--- src/rtl/mem_arbiter.sv ---
// Round-robin arbiter sharing one synchronous-read RAM between the CPU and DMA ports.
// Grant is combinational in the request cycle and read data returns with a registered valid one cycle later; losers stall until granted.
module mem_arbiter #(
  parameter int AW        = 9,
  parameter int DW        = 16,
  parameter int MAX_BURST = 4
) (
  input  logic          clk,
  input  logic          reset,
  input  logic [1:0]    c_cmd,
  input  logic [AW-1:0] c_addr,
  input  logic [DW-1:0] c_wdata,
  input  logic          c_lock,
  output logic          c_gnt,
  output logic          c_rvalid,
  output logic [DW-1:0] c_rdata,
  input  logic [1:0]    d_cmd,
  input  logic [AW-1:0] d_addr,
  input  logic [DW-1:0] d_wdata,
  input  logic          d_lock,
  output logic          d_gnt,
  output logic          d_rvalid,
  output logic [DW-1:0] d_rdata,
  output logic [AW-1:0] ram_addr,
  output logic          ram_write,
  output logic [DW-1:0] ram_din,
  input  logic [DW-1:0] ram_dout,
  output logic [1:0]    owner
);

  localparam int CW = $clog2(MAX_BURST) + 1;
  localparam logic [CW-1:0] MAXB = CW'(MAX_BURST);

  typedef enum logic [1:0] {
    IDLE  = 2'b00,
    OWN_C = 2'b01,
    OWN_D = 2'b10
  } state_t;

  state_t        r_state;
  logic [CW-1:0] r_cnt;
  logic          r_lw;        // 0: CPU won last, 1: DMA won last
  logic          r_c_rvalid;
  logic          r_d_rvalid;

  logic w_c_req;
  logic w_d_req;
  logic w_c_win;
  logic w_d_win;
  logic w_c_hold;
  logic w_d_hold;

  // Requests are masked during reset so no grant or write can escape.
  assign w_c_req = reset & ((c_cmd == 2'b01) | (c_cmd == 2'b10));
  assign w_d_req = reset & ((d_cmd == 2'b01) | (d_cmd == 2'b10));

  assign w_c_hold = (r_state == OWN_C) & c_lock & (r_cnt < MAXB);
  assign w_d_hold = (r_state == OWN_D) & d_lock & (r_cnt < MAXB);

  always_comb begin
    w_c_win = 1'b0;
    w_d_win = 1'b0;
    if (w_c_req && w_d_req) begin
      if (r_state == IDLE) begin
        w_c_win = 1'b1;
      end else if (w_c_hold) begin
        w_c_win = 1'b1;
      end else if (w_d_hold) begin
        w_d_win = 1'b1;
      end else if (r_lw) begin
        w_c_win = 1'b1;
      end else begin
        w_d_win = 1'b1;
      end
    end else begin
      w_c_win = w_c_req;
      w_d_win = w_d_req;
    end
  end

  assign c_gnt = w_c_win;
  assign d_gnt = w_d_win;

  always_comb begin
    ram_addr  = c_addr;
    ram_din   = '0;
    ram_write = 1'b0;
    if (w_c_win) begin
      ram_addr  = c_addr;
      ram_din   = c_wdata;
      ram_write = (c_cmd == 2'b10);
    end else if (w_d_win) begin
      ram_addr  = d_addr;
      ram_din   = d_wdata;
      ram_write = (d_cmd == 2'b10);
    end
  end

  always_ff @(posedge clk) begin
    if (!reset) begin
      r_state    <= IDLE;
      r_cnt      <= '0;
      r_lw       <= 1'b0;
      r_c_rvalid <= 1'b0;
      r_d_rvalid <= 1'b0;
    end else begin
      r_c_rvalid <= w_c_win & (c_cmd == 2'b01);
      r_d_rvalid <= w_d_win & (d_cmd == 2'b01);
      if (w_c_win) begin
        r_state <= OWN_C;
        r_lw    <= 1'b0;
        if (r_state != OWN_C) begin
          r_cnt <= CW'(1);
        end else if (r_cnt < MAXB) begin
          r_cnt <= r_cnt + CW'(1);
        end
      end else if (w_d_win) begin
        r_state <= OWN_D;
        r_lw    <= 1'b1;
        if (r_state != OWN_D) begin
          r_cnt <= CW'(1);
        end else if (r_cnt < MAXB) begin
          r_cnt <= r_cnt + CW'(1);
        end
      end else begin
        r_state <= IDLE;
        r_cnt   <= '0;
      end
    end
  end

  assign c_rvalid = r_c_rvalid;
  assign d_rvalid = r_d_rvalid;
  assign c_rdata  = r_c_rvalid ? ram_dout : '0;
  assign d_rdata  = r_d_rvalid ? ram_dout : '0;
  assign owner    = r_state;

endmodule

--- config.mk ---
export PLATFORM = sky130hd
export DESIGN_NAME = mem_arbiter
export DESIGN_NICKNAME = d
export VERILOG_FILES = /design/src/rtl/mem_arbiter.sv
export SDC_FILE = /design/constraint.sdc
export NUM_CORES = 1
export LEC_CHECK = 0
export ABC_AREA = 0
export BUFFER_PORTS_ARGS = -buffer_cell sky130_fd_sc_hd__clkbuf_2
export CORE_ASPECT_RATIO = 0.5
export CORE_MARGIN = 4
export CORE_UTILIZATION = 30
export CTS_CLUSTER_SIZE = 25
export DETAILED_ROUTE_END_ITERATION = 10
export GPL_TIMING_DRIVEN = 0
export PLACE_DENSITY = 0.92
export SYNTH_ARGS = -nofsm -noshare
export SYNTH_HDL_FRONTEND = slang
export SYNTH_SLANG_ARGS = --single-unit
--- constraint.sdc ---
create_clock -name clk -period 2.05 [get_ports clk]
set_input_delay 0.1025 -clock clk [delete_from_list [all_inputs] [get_ports clk]]
set_output_delay 0.1025 -clock clk [all_outputs]
set_load 0.02 [all_outputs]
==> results of run 1 <==
-- kinds of logic (layout without fill, tap and decap cells) --
logic type | Yosys count | in the layout | synth area share (%)
XOR/XNOR | 1 | 1 | 0.919
adder cells (fa/ha/maj) | 5 | 5 | 6.56
flip-flops | 8 | 8 | 16.8
AND/OR/NAND/NOR | 46 | 47 | 31.1
AO/OA/AOI/OAI | 30 | 30 | 26.6
buffers and inverters | 11 | 156 | 5.51
multiplexers | 10 | 10 | 12.5
-- flip-flops by register name, summed over array words and instances (netlist names) --
register / count
owner: 2
r_lw: 1
d_rvalid: 1
c_rvalid: 1
r_cnt: 3
-- final cells by class --
class | instances | area share [%]
Buffer | 6 | 1.92
Clock buffer | 3 | 2.19
Inverter | 5 | 0.993
Multi-Input combinational cell | 93 | 41.1
Sequential cell | 8 | 8.87
Tap cell | 40 | 2.65
Timing Repair Buffer | 142 | 42.3
-- stage by stage --
step | total power, mW | util [%] | std cells | setup WS, ns
final | 0.832 | 62.3 | 297 | -0.0503
after detailed placement | 0.576 | 55.7 | 288 | 0.0629
after CTS | 0.811 | 60.7 | 296 | -0.0724
after floorplan | 0.417 | - | 111 | 0.208
after global placement | 0.566 | 55.7 | 288 | 0.0986
after global routing | 0.881 | 62.3 | 297 | -0.104
-- how the worst max path moves through the flow --
stage                         from          end  slack, ns  cells past startpoint
3_5_place_dp              d_cmd[0]  ram_addr[1]       0.06                      8
5_1_grt        r_cnt[2]$_SDFF_PN0_  ram_addr[1]      -0.10                      6
3_3_place_gp              d_cmd[0]  ram_addr[1]        0.1                      8
4_1_cts        owner[1]$_SDFF_PP0_  ram_addr[1]      -0.07                      6
6_report       r_cnt[2]$_SDFF_PN0_  ram_addr[1]      -0.05                      6
2_1_floorplan  owner[1]$_SDFF_PP0_   ram_din[0]       0.21                      5
-- power by group --
part / internal (mW) / switching (mW) / total, mW / leakage [nW]
registers: 0.165 / 0.00847 / 0.173 / 0.0670
clock network: 0.127 / 0.0603 / 0.187 / 0.0216
logic: 0.229 / 0.242 / 0.471 / 1.00
-- worst max-delay path: stages, from the launching register on --
cell	delay (ns)
dfxtp_4	0.33
or3b_4	0.43
a211oi_4	0.34
nor2_4	0.10
buf_6	0.15
mux2_4	0.30
buf_8	0.13
-- cell usage in the layout, fill, tap and decap left out --
master	count
or3_1	1
or3b_4	1
and4bb_2	1
clkbuf_2	127
a21boi_0	1
a21oi_2	1
o21ba_2	1
buf_6	6
nor2_1	2
and2_1	33
buf_4	4
nand2b_1	2
o2111ai_1	1
clkbuf_1	2
dfxtp_4	2
dfxtp_1	6
a21oi_1	3
mux2_1	3
and3_1	1
o311a_1	1
o21a_1	2
buf_2	4
o21ai_0	1
a211oi_4	1
mux2i_1	1
buf_8	5
ha_1	5
clkbuf_8	3
inv_1	5
a211o_1	1
nor2_4	2
mux2_4	6
nor2b_1	2
nor3b_1	2
xnor2_1	1
a22o_1	17
-- metal layers --
metal	part of all wire (%)	wire [um]	vias up	GRT usage (%)
li1	-	-	692	-
met1	39	1550	622	18.9
met2	53	2110	61	36.4
met3	7.8	313	2	3.95
met4	0.40	16	0	3.98
met5	0	0	-	0
-- repair_timing --
item,CTS,global route
endpoints found under the setup margin,24,26
setup buffers,3,1
hold buffers,0,0
gates resized for setup,19,23
cloned,2,0
pin swaps,3,4
==> metrics.md, run 1 <==
| Metric | Value |
|---|---|
| Top Ports | `138` |
| Root buf cell | `clkbuf_8` |
| CTS Buf Count | `3` |
| Synth cell types | `30` |
| Footprint of the multi-input gates | `776 um2` |
| Worst hold endpoint | `r_lw$_SDFFE_PP0N_` |
| Skew final | `0.000639 ns` |
| Fill count | `~250` |
| Avg Vias per Cell | `4.64` |
| Setup TNS | `-0.312 ns` |
| Largest area contributor in the netlist | `and2_1` |
| Critical path required time | `1.95 ns` |
| Power Dens Cells | `440 mW/mm2` |
| All-Layer GR Usage | `17.6%` |
| Die height | `47.9 um` |
| Sink Count | `8` |
| First-pass GRT wire length | `5750 um` |
| Nets | `338` |
| Period utilization | `102%` |
| Critical path endpoint category | `output port` |
| Grt total ovfl | `0` |
| Asr flop ratio synth | `0%` |
| Sequential-to-total area share from yosys stat | `16.8%` |
| Internal reg-to-reg setup slack | `0.42 ns` |
| Worst reg2reg endpoint | `r_cnt[2]$_SDFF_PN0_` |
| CTS H-Tree Depth | `1` |
| CP Max Fanout | `6` |
| Synth Register Bits | `8` |
| Final slew viol count | `0` |
| Setup violators final | `14` |
| Worst Reg-to-Reg Cells | `6` |
| WL/cell | `around 13 um` |
| Reg clk slew, reported paths | `0.04 ns` |
| Post-route cell area | `0.00189 mm2` |
| Rel. slew slack | `about four fifths` |
| Static leakage | `1.09 nW` |
| Hold slack | `0.175 ns` |
| Largest net degree at the start of global routing | `11` |
| RSZ-0062 raised after global routing | `true` |
| FMAX | `0.476 GHz` |
| DP HPWL | `3240 um` |
| DRT iter0 DRCs | `67` |
| Fin crit period | `roughly 2.1 ns` |
| Worst Hold Depth | `2` |
| Dominant cell by count in the synthesized netlist | `and2_1` |
| Worst slew pin tran | `0.323 ns` |
| Failing checks | `setup timing` |
| Core Area | `0.00303 mm2` |
| DRT Wirelength | `3990 um` |
| Yosys top cell area share | `21.7%` |
| Synth warnings | `0` |
| Die X-Extent | `87.7 um` |
| DIE AREA | `between 0.004 and 0.005 mm2` |
| Final Hold Vio Count | `0` |
| Number of routed nets with antenna violations | `0` |
| ANT cells | `0` |
| Mapped Nets | `190` |
| Synth area leaders | `and2_1 22%, dfxtp_1 17%, a22o_1 16%, mux2_1 8.3%, ha_1 6.6%` |
| First-pass iteration count of the detailed router | `4` |
| Mapped Avg Cell Area | `~8.6 um2` |
| DRC violations left | `0` |
| Total of max-cap violations | `0` |
| Placer Congestion | `0.770` |
| Worst path arrival time | `approximately 2 ns` |
| Via count | `about 1,400` |
| P&R area growth vs syn | `98.2%` |
| Peak supply drop | `0.234 mV` |
| CTS tree | `built` |
| Reg area | `168 um2` |
| Worst reg2reg startpoint | `r_cnt[2]$_SDFF_PN0_` |
| Vias in the first global route | `1,333` |
| Syn Inst Count | `111` |
| Setup slack after layout | `-0.0503 ns` |
| Layout cells sized above 1 | `63.8%` |
| Starting Density | `31.5%` |
| Initial antenna violation count | `0` |
| Rows | `14` |
| Top FF cell, synth | `dfxtp_1` |
| Min-delay src | `reset` |
| Placed inst area | `~0.0017 mm2` |
| Worst setup SP type | `register` |
| Worst setup path class | `register to output port` |
| Clock buffer depth | `2` |
| Number of enable flip-flop cells after synthesis | `0` |
| Status | `finished with violations` |
| PortBufs | `roughly 140` |
| Min-Delay Path Class | `primary input to register` |
| Clk_lat worst skew | `0.23 ns` |
| Most frequent cells after synthesis | `33 x and2_1, 17 x a22o_1, 8 x dfxtp_1` |
| Post-Syn Area | `about 950 um2` |
Note: power is estimated with default switching activity, not from simulation.
==> run 2, diff against run 1 <==
==> constraint.sdc (replaced) <==
create_clock -name clk -period 2.1 [get_ports clk]
set_input_delay 0.105 -clock clk [delete_from_list [all_inputs] [get_ports clk]]
set_output_delay 0.105 -clock clk [all_outputs]
set_load 0.02 [all_outputs]
==> metrics.md, run 2 (same netlist as run 1, synthesis figures left out) <==
| Metric | Value |
|---|---|
| Status | `finished with violations (unchanged)` |
| Failing checks | `setup timing (unchanged)` |
| Avg Vias per Cell | `4.63 (was 4.64)` |
| Static leakage | `1.09 nW (about the same)` |
| Skew final | `0.00144 ns (was 0.000639 ns)` |
| Critical path endpoint category | `output port (unchanged)` |
| Number of routed nets with antenna violations | `0 (unchanged)` |
| Hold slack | `0.175 ns (about the same)` |
| Core Area | `0.00303 mm2 (unchanged)` |
| Metal3 WL | `318 um (was 313 um)` |
| Placer Congestion | `0.770 (unchanged)` |
| DRC violations left | `0 (unchanged)` |
| Setup violators final | `1 (was 14)` |
| CTS tree | `built (unchanged)` |
| PortBufs | `137 (unchanged)` |
| Rel. slew slack | `78.4% (was 78.5%)` |
| Grt total ovfl | `0 (unchanged)` |
| Final slew viol count | `0 (unchanged)` |
| Worst setup path class | `register to output port (unchanged)` |
| Commonest non-fill, non-tap cell in the layout | `clkbuf_2 (unchanged)` |
| Min-Delay Path Class | `primary input to register (unchanged)` |
| Via count | `1,375 (was 1,377)` |
| Setup slack after layout | `-0.000441 ns (was -0.0503 ns)` |
| First-pass GRT wire length | `5750 um (unchanged)` |
| Non-filler cells, final | `297 (unchanged)` |
| Max FFs per register | `3 (unchanged)` |
| Worst setup SP type | `register (unchanged)` |
| WL/cell | `13.2 um (was 13.4 um)` |
| Total of max-cap violations | `0 (unchanged)` |
| ANT cells | `0 (unchanged)` |
| Hold-fix buffers, CTS | `0 (unchanged)` |
| DRT iter0 DRCs | `77 (was 67)` |
| Pre-CTS setup slack | `0.108 ns (was 0.0629 ns)` |
| Worst path arrival time | `2.00 ns (about the same)` |
| Period utilization | `100%` |
| Met2 wire len | `2070 um (was 2110 um)` |
| Peak supply drop | `0.227 mV (was 0.234 mV)` |
| Power Dens Cells | `430 mW/mm2 (was 440 mW/mm2)` |
| CP max stage cell | `or3b_4 (unchanged)` |
| RSZ-0062 raised after global routing | `true (unchanged)` |
| DRT Wirelength | `3930 um (was 3990 um)` |
| Top Ports | `138 (unchanged)` |
| CTS H-Tree Depth | `1 (unchanged)` |
| Initial antenna violation count | `0 (unchanged)` |
| CP Cell Sequence | `or3b_4, a211oi_4, nor2_4, buf_6, mux2_4, buf_8 (unchanged)` |
| CP Max Fanout | `6 (unchanged)` |
| Met1 Wirelength | `1520 um (was 1550 um)` |
| Max incr delay on CP | `0.42 ns (was 0.43 ns)` |
| DP HPWL | `3240 um (unchanged)` |
| Final Hold Vio Count | `0 (unchanged)` |
| Power consumption | `0.803 mW (was 0.832 mW)` |
| Largest Register | `r_cnt (unchanged)` |
| Most frequent cells in the layout | `131 x clkbuf_2, 33 x and2_1, 17 x a22o_1 (was 127 x clkbuf_2, 33 x and2_1, 17 x a22o_1)` |
| DIE AREA | `0.00420 mm2 (unchanged)` |
| Vias in the first global route | `1,333 (unchanged)` |
| Root buf cell | `clkbuf_8 (unchanged)` |
| Reg clk slew, reported paths | `0.04 ns (about the same)` |
| Clock buffer depth | `2 (unchanged)` |
| Worst slew pin tran | `0.323 ns (about the same)` |
| First-pass iteration count of the detailed router | `4 (unchanged)` |
| Layout cells sized above 1 | `63.8% (unchanged)` |
| Sink Count | `8 (unchanged)` |
| Fin crit period | `roughly 2.1 ns` |
| Nets | `338 (unchanged)` |
| CTS Buf Count | `3 (unchanged)` |
| FMAX | `0.476 GHz` |
| Starting Density | `31.5% (unchanged)` |
| Largest net degree at the start of global routing | `11 (unchanged)` |
| Clk_lat worst skew | `0.23 ns (about the same)` |
| Dpl cells | `288 (unchanged)` |
| All-Layer GR Usage | `17.6% (unchanged)` |
| P&R area growth vs syn | `95.9% (was 98.2%)` |
| Die height | `47.9 um (unchanged)` |
| Rows | `14 (unchanged)` |
| Die X-Extent | `87.7 um (unchanged)` |
| Critical path required time | `2.00 ns (was 1.95 ns)` |
| Top Layer Used | `met4 (unchanged)` |
run 2: where the power goes:
| group | switching [mW] | internal [mW] |
|---|---|---|
| combinational | 0.234 | 0.216 |
| clock | 0.0598 | 0.124 |
| sequential | 0.00823 | 0.161 |
run 2: layout make-up:
class                      instances  area (um2)
sequential                         8         168
clock buffer                       3        41.3
inverter                           5        18.8
buffer                             6        33.8
tap                               40        50.0
timing repair buffer             142         781
fill                             251        1160
multi-input combinational         93         776
run 2: path summary, 6_finish.rpt:
check / start / end / slack (ns) / depth (start not counted)
setup / recovery: r_cnt[2]$_SDFF_PN0_ / ram_addr[1] / -0.0004 / 6
hold / removal: reset / r_lw$_SDFFE_PP0N_ / 0.17 / 2
setup reg to reg: r_cnt[2]$_SDFF_PN0_ / r_cnt[2]$_SDFF_PN0_ / 0.46 / 6
hold reg to reg: r_lw$_SDFFE_PP0N_ / r_lw$_SDFFE_PP0N_ / 0.54 / 2
run 2: per-stage QoR:
stage	setup TNS (ns)	utilization [%]	area (um2)
after detailed placement	0	55.7	1690
after CTS	-0.135	60.7	1840
after global placement	0	55.7	1690
after floorplan	0	-	953
final	-0.000441	61.6	1870
after global routing	-0.472	61.6	1870
run 2: worst max-delay path, delay by kind of cell, from the launching register on:
kind	cells	cell delay, ns
and+or+nand+nor	2	0.52
DFF	1	0.33
muxes	1	0.30
buffers and inverters	2	0.28
AOI/OAI and AO/OA	1	0.34
run 2: layer usage:
layer / track usage, % / up-vias
li1: - / 691
met1: 18.9 / 621
met2: 36.4 / 61
met3: 3.95 / 2
met4: 3.98 / 0
met5: 0 / -
run 2: timing repair:
item | 4_1_cts | 5_1_grt
gates cloned | 2 | 0
gates resized for setup | 19 | 11
pin swaps | 3 | 3
setup endpoints to repair | 11 | 24
setup buffers | 3 | 1
